--- config.mk ---
export PLATFORM = sky130hd
export DESIGN_NAME = key_entry_ctrl_flat
export DESIGN_NICKNAME = d
export VERILOG_FILES = /design/src/rtl/key_entry_if.sv /design/src/rtl/key_entry_ctrl.sv /design/src/flat_wrapper.sv
export SDC_FILE = /design/constraint.sdc
export NUM_CORES = 1
export LEC_CHECK = 0
export BUFFER_PORTS_ARGS = -buffer_cell sky130_fd_sc_hd__buf_4
export CORE_ASPECT_RATIO = 2
export CORE_UTILIZATION = 53
export DETAILED_ROUTE_END_ITERATION = 10
export PLACE_DENSITY = 0.79
export REMOVE_ABC_BUFFERS = 1
export SETUP_SLACK_MARGIN = 0.3
export SYNTH_ARGS = -nofsm -noshare
export SYNTH_HDL_FRONTEND = slang
export SYNTH_SLANG_ARGS = --single-unit
--- constraint.sdc ---
create_clock -name clk -period 2 [get_ports clk]
set_input_delay 0.1 -clock clk [delete_from_list [all_inputs] [get_ports clk]]
set_output_delay 0.1 -clock clk [all_outputs]
set_load 0.02 [all_outputs]
--- src/rtl/key_entry_if.sv ---
// Keypad/button handshake bundle between the key entry controller and its environment.
// The master side drives keys, ticks and buttons; the slave side returns the entry buffer and strobes.
interface key_entry_if;
   logic       one_second;
   logic       key_valid;
   logic [3:0] key;
   logic       time_button;
   logic       alarm_button;
   logic [3:0] new_time_ms_hr;
   logic [3:0] new_time_ls_hr;
   logic [3:0] new_time_ms_min;
   logic [3:0] new_time_ls_min;
   logic       load_new_c;
   logic       load_new_a;
   logic       show_new_time;
   logic       show_a;
   logic       entry_error;

   modport master (
      output one_second, key_valid, key, time_button, alarm_button,
      input  new_time_ms_hr, new_time_ls_hr, new_time_ms_min, new_time_ls_min,
      input  load_new_c, load_new_a, show_new_time, show_a, entry_error
   );

   modport slave (
      input  one_second, key_valid, key, time_button, alarm_button,
      output new_time_ms_hr, new_time_ls_hr, new_time_ms_min, new_time_ls_min,
      output load_new_c, load_new_a, show_new_time, show_a, entry_error
   );
endinterface

--- src/rtl/key_entry_ctrl.sv ---
// Alarm clock keypad front-end: shifts BCD digits into an HH:MM buffer, validates it,
// and commits it to the time counter or alarm register on a button edge.
module key_entry_ctrl #(
   parameter int TIMEOUT_SEC = 10
) (
   input logic        clk,
   input logic        reset,
   key_entry_if.slave bus
);

   typedef enum logic [1:0] {IDLE, ENTRY, SHOW_ALARM} state_t;

   localparam logic [7:0] TIMEOUT_CNT = 8'(TIMEOUT_SEC);

   state_t     state_q, state_d;
   logic [3:0] ms_hr_q, ls_hr_q, ms_min_q, ls_min_q;
   logic [3:0] ms_hr_d, ls_hr_d, ms_min_d, ls_min_d;
   logic [7:0] cnt_q, cnt_d;
   logic       time_prev, alarm_prev;
   logic       load_c_q, load_c_d;
   logic       load_a_q, load_a_d;
   logic       err_q, err_d;
   logic       show_new_q, show_a_q;

   logic rise_t, rise_a, is_digit, is_clear, buf_valid;

   assign rise_t    = bus.time_button & ~time_prev;
   assign rise_a    = bus.alarm_button & ~alarm_prev;
   assign is_digit  = bus.key_valid && (bus.key <= 4'd9);
   assign is_clear  = bus.key_valid && (bus.key == 4'd10);
   // Hours 00-23 and minutes 00-59; ls_min is always a digit but is checked anyway.
   assign buf_valid = (ms_hr_q <= 4'd2) && (ms_min_q <= 4'd5) && (ls_min_q <= 4'd9) &&
                      ((ms_hr_q == 4'd2) ? (ls_hr_q <= 4'd3) : (ls_hr_q <= 4'd9));

   // Next-state and next-output logic; a button edge in ENTRY swallows any key or tick that cycle.
   always_comb begin
      state_d  = state_q;
      ms_hr_d  = ms_hr_q;
      ls_hr_d  = ls_hr_q;
      ms_min_d = ms_min_q;
      ls_min_d = ls_min_q;
      cnt_d    = cnt_q;
      load_c_d = 1'b0;
      load_a_d = 1'b0;
      err_d    = 1'b0;
      case (state_q)
         IDLE: begin
            if (is_digit) begin
               ms_hr_d  = 4'd0;
               ls_hr_d  = 4'd0;
               ms_min_d = 4'd0;
               ls_min_d = bus.key;
               cnt_d    = 8'd0;
               state_d  = ENTRY;
            end else if (bus.alarm_button) begin
               state_d = SHOW_ALARM;
            end
         end
         SHOW_ALARM: begin
            if (!bus.alarm_button) state_d = IDLE;
         end
         ENTRY: begin
            if (rise_t || rise_a) begin
               if (buf_valid) begin
                  load_c_d = rise_t;
                  load_a_d = ~rise_t;
                  state_d  = IDLE;
               end else begin
                  err_d = 1'b1;
               end
            end else if (is_digit) begin
               ms_hr_d  = ls_hr_q;
               ls_hr_d  = ms_min_q;
               ms_min_d = ls_min_q;
               ls_min_d = bus.key;
               cnt_d    = 8'd0;
            end else if (is_clear) begin
               ms_hr_d  = 4'd0;
               ls_hr_d  = 4'd0;
               ms_min_d = 4'd0;
               ls_min_d = 4'd0;
               cnt_d    = 8'd0;
            end else if (bus.one_second) begin
               cnt_d = cnt_q + 8'd1;
               if (cnt_d == TIMEOUT_CNT) state_d = IDLE;
            end
         end
         default: state_d = IDLE;
      endcase
   end

   // State and every output are registered so downstream sees glitch-free strobes.
   always_ff @(posedge clk or posedge reset) begin
      if (reset) begin
         state_q    <= IDLE;
         ms_hr_q    <= 4'd0;
         ls_hr_q    <= 4'd0;
         ms_min_q   <= 4'd0;
         ls_min_q   <= 4'd0;
         cnt_q      <= 8'd0;
         time_prev  <= 1'b0;
         alarm_prev <= 1'b0;
         load_c_q   <= 1'b0;
         load_a_q   <= 1'b0;
         err_q      <= 1'b0;
         show_new_q <= 1'b0;
         show_a_q   <= 1'b0;
      end else begin
         state_q    <= state_d;
         ms_hr_q    <= ms_hr_d;
         ls_hr_q    <= ls_hr_d;
         ms_min_q   <= ms_min_d;
         ls_min_q   <= ls_min_d;
         cnt_q      <= cnt_d;
         time_prev  <= bus.time_button;
         alarm_prev <= bus.alarm_button;
         load_c_q   <= load_c_d;
         load_a_q   <= load_a_d;
         err_q      <= err_d;
         show_new_q <= (state_d == ENTRY);
         show_a_q   <= (state_d == SHOW_ALARM);
      end
   end

   assign bus.new_time_ms_hr  = ms_hr_q;
   assign bus.new_time_ls_hr  = ls_hr_q;
   assign bus.new_time_ms_min = ms_min_q;
   assign bus.new_time_ls_min = ls_min_q;
   assign bus.load_new_c      = load_c_q;
   assign bus.load_new_a      = load_a_q;
   assign bus.show_new_time   = show_new_q;
   assign bus.show_a          = show_a_q;
   assign bus.entry_error     = err_q;

endmodule

--- src/flat_wrapper.sv ---
// flat-port wrapper written by rule: the top's interface ports become plain ports
module key_entry_ctrl_flat 
#(
   parameter int TIMEOUT_SEC = 10
)
  (clk, reset, bus_one_second, bus_key_valid, bus_key, bus_time_button, bus_alarm_button, bus_new_time_ms_hr, bus_new_time_ls_hr, bus_new_time_ms_min, bus_new_time_ls_min, bus_load_new_c, bus_load_new_a, bus_show_new_time, bus_show_a, bus_entry_error);
  key_entry_if bus_i ();
  input logic clk;
  input logic reset;
  input wire logic [$bits(bus_i.one_second)-1:0] bus_one_second;
  input wire logic [$bits(bus_i.key_valid)-1:0] bus_key_valid;
  input wire logic [$bits(bus_i.key)-1:0] bus_key;
  input wire logic [$bits(bus_i.time_button)-1:0] bus_time_button;
  input wire logic [$bits(bus_i.alarm_button)-1:0] bus_alarm_button;
  output wire logic [$bits(bus_i.new_time_ms_hr)-1:0] bus_new_time_ms_hr;
  output wire logic [$bits(bus_i.new_time_ls_hr)-1:0] bus_new_time_ls_hr;
  output wire logic [$bits(bus_i.new_time_ms_min)-1:0] bus_new_time_ms_min;
  output wire logic [$bits(bus_i.new_time_ls_min)-1:0] bus_new_time_ls_min;
  output wire logic [$bits(bus_i.load_new_c)-1:0] bus_load_new_c;
  output wire logic [$bits(bus_i.load_new_a)-1:0] bus_load_new_a;
  output wire logic [$bits(bus_i.show_new_time)-1:0] bus_show_new_time;
  output wire logic [$bits(bus_i.show_a)-1:0] bus_show_a;
  output wire logic [$bits(bus_i.entry_error)-1:0] bus_entry_error;
  assign bus_i.one_second = bus_one_second;
  assign bus_i.key_valid = bus_key_valid;
  assign bus_i.key = bus_key;
  assign bus_i.time_button = bus_time_button;
  assign bus_i.alarm_button = bus_alarm_button;
  assign bus_new_time_ms_hr = bus_i.new_time_ms_hr;
  assign bus_new_time_ls_hr = bus_i.new_time_ls_hr;
  assign bus_new_time_ms_min = bus_i.new_time_ms_min;
  assign bus_new_time_ls_min = bus_i.new_time_ls_min;
  assign bus_load_new_c = bus_i.load_new_c;
  assign bus_load_new_a = bus_i.load_new_a;
  assign bus_show_new_time = bus_i.show_new_time;
  assign bus_show_a = bus_i.show_a;
  assign bus_entry_error = bus_i.entry_error;
  key_entry_ctrl #(.TIMEOUT_SEC(TIMEOUT_SEC)) u_core (.clk(clk), .reset(reset), .bus(bus_i));
endmodule
[Word-level counts from Yosys, hierarchy flattened]
Index checks and enable logic that the tools add are counted.
Word-level totals
  memory bits (read-only): 0
  memory bits (writable): 0
  input port bits: 10
  bits in latches: 0
  memories: 0
  register bits: 33
  output and inout bits: 21
Operators by class
  divide/modulo/power cells: 0
  reduce and logical (&&, ||, !) cells: 10
  $mul: 0
  add/sub/neg operators: 1
  bitwise operators: 5
  shifts and indexed selects: 0
  muxes and demuxes: 41
  equality and inequality tests: 11
  order comparisons: 6
Operators by type and width (count)
  4-bit two-way mux: 11
  8-bit two-way mux: 5
  4-bit one-hot mux with 2 select lines: 4
  2-bit two-way mux: 9
  8-bit one-hot mux with 2 select lines: 1
  4-bit less-or-equal comparator (second input constant): 3
  1-bit two-way mux: 10
  8-bit by 1-bit adder with 8-bit output (second input constant): 1
  8-bit by 4-bit == test with 1-bit output (second input constant): 1
  4-bit by 2-bit less-or-equal comparator with 1-bit output (second input constant): 2
  4-bit AND reduction: 2
  2-bit one-hot mux with 3 select lines: 1
  1-bit logical AND: 5
  2-bit by 1-bit == test with 1-bit output (second input constant): 2
  2-bit == test (second input constant): 2
  4-bit by 2-bit == test with 1-bit output (second input constant): 1
  4-bit == test (second input constant): 1
  4-bit by 3-bit less-or-equal comparator with 1-bit output (second input constant): 1
  4-bit by 2-bit inequality test with 1-bit output (second input constant): 1
  3-bit by 1-bit inequality test with 1-bit output (second input constant): 1
  1-bit NOT: 3
  1-bit AND: 2
  2-bit zero test: 1
  2-bit by 1-bit inequality test with 1-bit output (second input constant): 1
  3 further kinds: 3

[Longest topological paths before layout]
  depth in word-level cells: 9
  gate-level depth with buffers: 6

[Worst setup path before layout]
OpenSTA, ideal clock, no wires.
  path type: register -> register
  start point: register u_core.cnt_q[0]
  end point: register u_core.show_new_q (netlist: u_core.bus.show_new_time)
  required time: 1.876 ns
  slack: 0.543 ns
  data arrival time: 1.333 ns
  cell stages (with the launch flop): 5
  buffers on the path: 0
  path through: dfrtp_1 -> ha_1 -> nor4b_1 -> o21ai_1 -> o31a_1
On the way
  cells in the longest elaborated chain, start to end: 9
RTL lines
  start: declaration: RTL line key_entry_ctrl.sv:18  | logic [7:0] cnt_q, cnt_d;
  start signal: assignment: RTL line key_entry_ctrl.sv:114  | cnt_q <= cnt_d;
  8-bit by 1-bit adder with 8-bit output: RTL line key_entry_ctrl.sv:84  | cnt_d = cnt_q + 8'd1;
  8-bit by 4-bit == test with 1-bit output: RTL line key_entry_ctrl.sv:85  | if (cnt_d == TIMEOUT_CNT) state_d = IDLE;
  2-bit two-way mux: RTL line key_entry_ctrl.sv:85
  2-bit two-way mux: RTL line key_entry_ctrl.sv:83  | end else if (bus.one_second) begin
  2-bit two-way mux: RTL line key_entry_ctrl.sv:77  | end else if (is_clear) begin
  2-bit two-way mux: RTL line key_entry_ctrl.sv:71  | end else if (is_digit) begin
  2-bit two-way mux: RTL line key_entry_ctrl.sv:63  | if (rise_t || rise_a) begin
  2-bit one-hot mux with 3 select lines: RTL line key_entry_ctrl.sv:46  | case (state_q)
  2-bit by 1-bit == test with 1-bit output: RTL line key_entry_ctrl.sv:120  | show_new_q <= (state_d == ENTRY);
  end signal: assignment: RTL line key_entry_ctrl.sv:120
  end: declaration: RTL line key_entry_ctrl.sv:23  | logic show_new_q, show_a_q;
No other way between the ends.
A chain may end at the register's enable or synchronous reset.

[Worst setup path after layout]
  start point: input port bus_alarm_button
  end point: register u_core.cnt_q[5]
On the way
  cells in the longest elaborated chain, start to end: 4
RTL lines
  start: declaration: RTL line flat_wrapper.sv:14  | input wire logic [$bits(bus_i.alarm_button)-1:0] bus_alarm_button;
  1-bit AND: RTL line key_entry_ctrl.sv:28  | assign rise_a = bus.alarm_button & ~alarm_prev;
  1-bit logical OR: RTL line key_entry_ctrl.sv:63
  2-bit inequality test (no source line)
  4-bit AND reduction (no source line)
No other way between the ends.

==> impl_metrics.py <==
metrics = {
    "worst_setup_path": {
        "critical_path.slowest_cell": "sky130_fd_sc_hd__dlygate4sd3_1",
        "startpoint_type": "input port",
        "worstSetupEndpointType": "register",
        "timing.critical_path.slowest_cell_delay_ps": 540,
        "worstPathCellList": "dlygate4sd3_1 -> buf_4 -> nand2b_1 -> nand2_1 -> o311a_4 -> o21ai_0 -> o41ai_2",
        "worst-setup-path-type": "in -> reg",
        "critical_path_peak_fanout": 8,
        "critPathArrivalTime_ps": 1800,
        "critical_path_required_time_ps": 2150,
    },
    "status": {
        "result_of_the_run": "finished, final reports clean",
    },
    "floorplan": {
        "die_width_um": 40.9,
        "total_die_area_um2": 3260,
        "boundaryPins": 31,
        "placement_rows": 27,
        "core_area_um2": 2800,
        "die_h_um": 79.8,
        "initial_utilization_pct": 57.2,
    },
    "global_routing": {
        "wire_length_of_the_first_global_routing_pass_um": 5440,
        "grt.overflow.total": 0,
        "met1_usage_pct": 25.8,
        "grt_busiest_layer": "met2",
        "antenna_found_initial": 0,
        "vias_in_the_first_global_route": 1276,
        "gr-usage-met2_pct": 40.6,
        "use_met3_pct": 5.01,
        "grt_max_degree": 34,
        "grt_usage_pct": 24.8,
    },
    "sta": {
        "fmaxAchievable_mhz": 607,
        "holdWs_ps": 55.5,
        "grt_setup_unrepaired": "false",
        "timing_worst_slew_pin_value_ps": 403,
        "timing.final.max_slew_violations": 0,
        "setup_viol": 0,
        "clock-skew-final_ps": 6.99,
        "max_slew_margin_pct": 73.1,
        "worst_slack_ps": 352,
        "final_min_period_over_clock_period_pct": 82.4,
        "final.min_clock_period_ps": 1650,
        "total_negative_slack_for_setup_checks_ps": 0,
        "report.final.hold_viol_count": 0,
    },
    "clock_network": {
        "clock_latency_ps": 280,
        "post_cts.repair.setup_buffers": 0,
        "tritoncts.num_buffers": 5,
        "cts_tree": "yes",
        "ctsHtreeMaxLevel": 2,
        "clock_sinks": 33,
        "clock_path_buffers": 2,
        "ctsRootBufferMaster": "sky130_fd_sc_hd__clkbuf_8",
        "clk_transition_reported_paths_ps": 70,
    },
    "yosys": {
        "synth_ff_type": "sky130_fd_sc_hd__dfrtp_1",
        "synth-warning-count": 0,
        "synthDominantAreaCellType": "sky130_fd_sc_hd__dfrtp_1",
        "mappedNetlistArea_um2": 1600,
        "post-synth-top-area-fraction_pct": 51.5,
        "synthMostInstantiatedCell": "sky130_fd_sc_hd__nand2_1",
        "synth-edff-count": 0,
        "syn_inst": 158,
        "yosys.cell_types.count": 45,
        "synth.yosys.seq_area_share_pct": 51.5,
        "syn_avg_cell_area_um2": 10.2,
        "synthTopCellsByCount": "sky130_fd_sc_hd__nand2_1, sky130_fd_sc_hd__dfrtp_1, sky130_fd_sc_hd__o21ai_0",
        "synth.ff_latch_count": 33,
        "synth.top_cells.by_area": "sky130_fd_sc_hd__dfrtp_1, sky130_fd_sc_hd__nand2_1, sky130_fd_sc_hd__o21ai_0",
        "synth-async-reset-ratio_pct": 100,
    },
    "detailed_routing": {
        "number_of_vias_per_cell": 5.77,
        "wl_per_cell_um": 14.8,
        "final_antenna_net_count": 0,
        "wl_um": 3380,
        "drt_drc_violations_left": 0,
        "detailedRoute.firstPassIterationCount": 4,
        "detailedRoute.firstIterationViolations": 20,
        "vias": 1316,
    },
    "finish": {
        "count_of_nets_after_finishing": 210,
        "antennaDiodeCount": 0,
        "layout.filler_cells": 214,
        "register_area_um2": 828,
        "layout-drive-gt1-share_pct": 28.6,
        "multi_input_comb_area_um2": 756,
        "syn2layout_area_growth_pct": 24.4,
    },
    "power_and_ir_drop": {
        "total_power_uw": 2110,
        "power.leakage_uw": 0.000903,
        "max-vdd-ir-drop_uv": 718,
        "powerDensity_nw_per_um2": 1060,
    },
    "flow_run": {
        "cap_violations": 0,
    },
    "hold_path": {
        "holdCritPathClass": "in -> reg",
    },
    "place": {
        "dp_hpwl_um": 2470,
        "gp_congestion": 0.864,
        "portBuffers": 30,
        "pre_cts_ws_ps": 417,
    },
}
-- what timing repair did --
item | in CTS | in global routing
endpoints found under the hold margin | 35 | 0
resized for setup | 0 | 4
hold buffers | 3 | 0
setup endpoints to repair | 0 | 2
-- layer usage --
metal | vias up | part of all wire [%]
met5 | - | 0
met4 | 0 | 4.2
met3 | 14 | 3.8
met2 | 38 | 56
met1 | 626 | 36
li1 | 638 | -
-- cell type report --
cell class                      instances  area share, %
Clock buffer                            6           3.64
Multi-Input combinational cell        118           37.9
Tap cell                               29           1.82
Clock inverter                          2          0.502
Inverter                                4          0.752
Sequential cell                        33           41.5
Timing Repair Buffer                   36           13.9
-- worst paths after layout --
kind                                              start                            end  depth (start not counted)  slack [ps]
max                                    bus_alarm_button                u_core.cnt_q[5]                          7         350
min                                          bus_key[3]  u_core.bus.new_time_ls_min[3]                          2          60
max reg2reg                             u_core.cnt_q[0]              u_core.state_q[0]                          5         440
min reg2reg                u_core.bus.new_time_ls_hr[0]   u_core.bus.new_time_ls_hr[0]                          2         510
max in group asynchronous                         reset                u_core.cnt_q[1]                          4        1220
min in group asynchronous                         reset         u_core.bus.entry_error                          4         460
-- worst max-delay path: cells and delay by family --
kind / cells / cell delay, ps
compound gates: 3 / 750
buf+inv: 2 / 690
simple gates: 2 / 270
-- cells by family (layout without fill, tap and decap cells) --
| kind of cell | count (synthesis) | in the layout | share of synthesized area (%) |
|---|---|---|---|
| simple gates | 68 | 68 | 22.9 |
| compound gates | 44 | 44 | 19.3 |
| flops | 33 | 33 | 51.5 |
| buf+inv | 7 | 48 | 2.18 |
| xor+xnor | 4 | 4 | 2.65 |
| fa+ha+maj | 2 | 2 | 1.56 |
-- through the flow --
stage	utilization (%)	instance area [µm²]	std cells
after detailed placement	66.6	1870	217
after CTS	70.6	1980	228
after floorplan	-	1580	155
after global placement	66.6	1870	217
after global routing	71.2	2000	228
final	71.2	2000	228
-- state kept, by name, summed over array words and instances, names as in the netlist --
signal / flops
u_core.alarm_prev: 1
u_core.bus.new_time_ls_hr: 4
u_core.state_q: 2
u_core.bus.show_new_time: 1
u_core.bus.load_new_a: 1
u_core.cnt_q: 8
u_core.bus.load_new_c: 1
u_core.bus.new_time_ms_min: 4
u_core.bus.new_time_ls_min: 4
u_core.bus.entry_error: 1
u_core.bus.show_a: 1
u_core.bus.new_time_ms_hr: 4
u_core.time_prev: 1
-- report_power, final --
| part | internal (µW) | switching (µW) | total (µW) |
|---|---|---|---|
| Combinational | 328 | 398 | 726 |
| Sequential | 792 | 129 | 921 |
| Clock | 240 | 228 | 468 |
-- layout by cell type, fill, tap and decap left out, drive strengths merged, types with 3 or more instances in the layout --
| cell type | count |
|---|---|
| buf | 33 |
| nand3 | 6 |
| nand2b | 4 |
| nor3 | 3 |
| dlygate4sd3 | 3 |
| and3 | 5 |
| clkbuf | 6 |
| o21ai | 24 |
| dfrtp | 33 |
| xor2 | 3 |
| nor2 | 4 |
| inv | 4 |
| nand2 | 35 |
| a22o | 4 |
| a21oi | 4 |
Note: power is estimated with default switching activity, not from simulation.
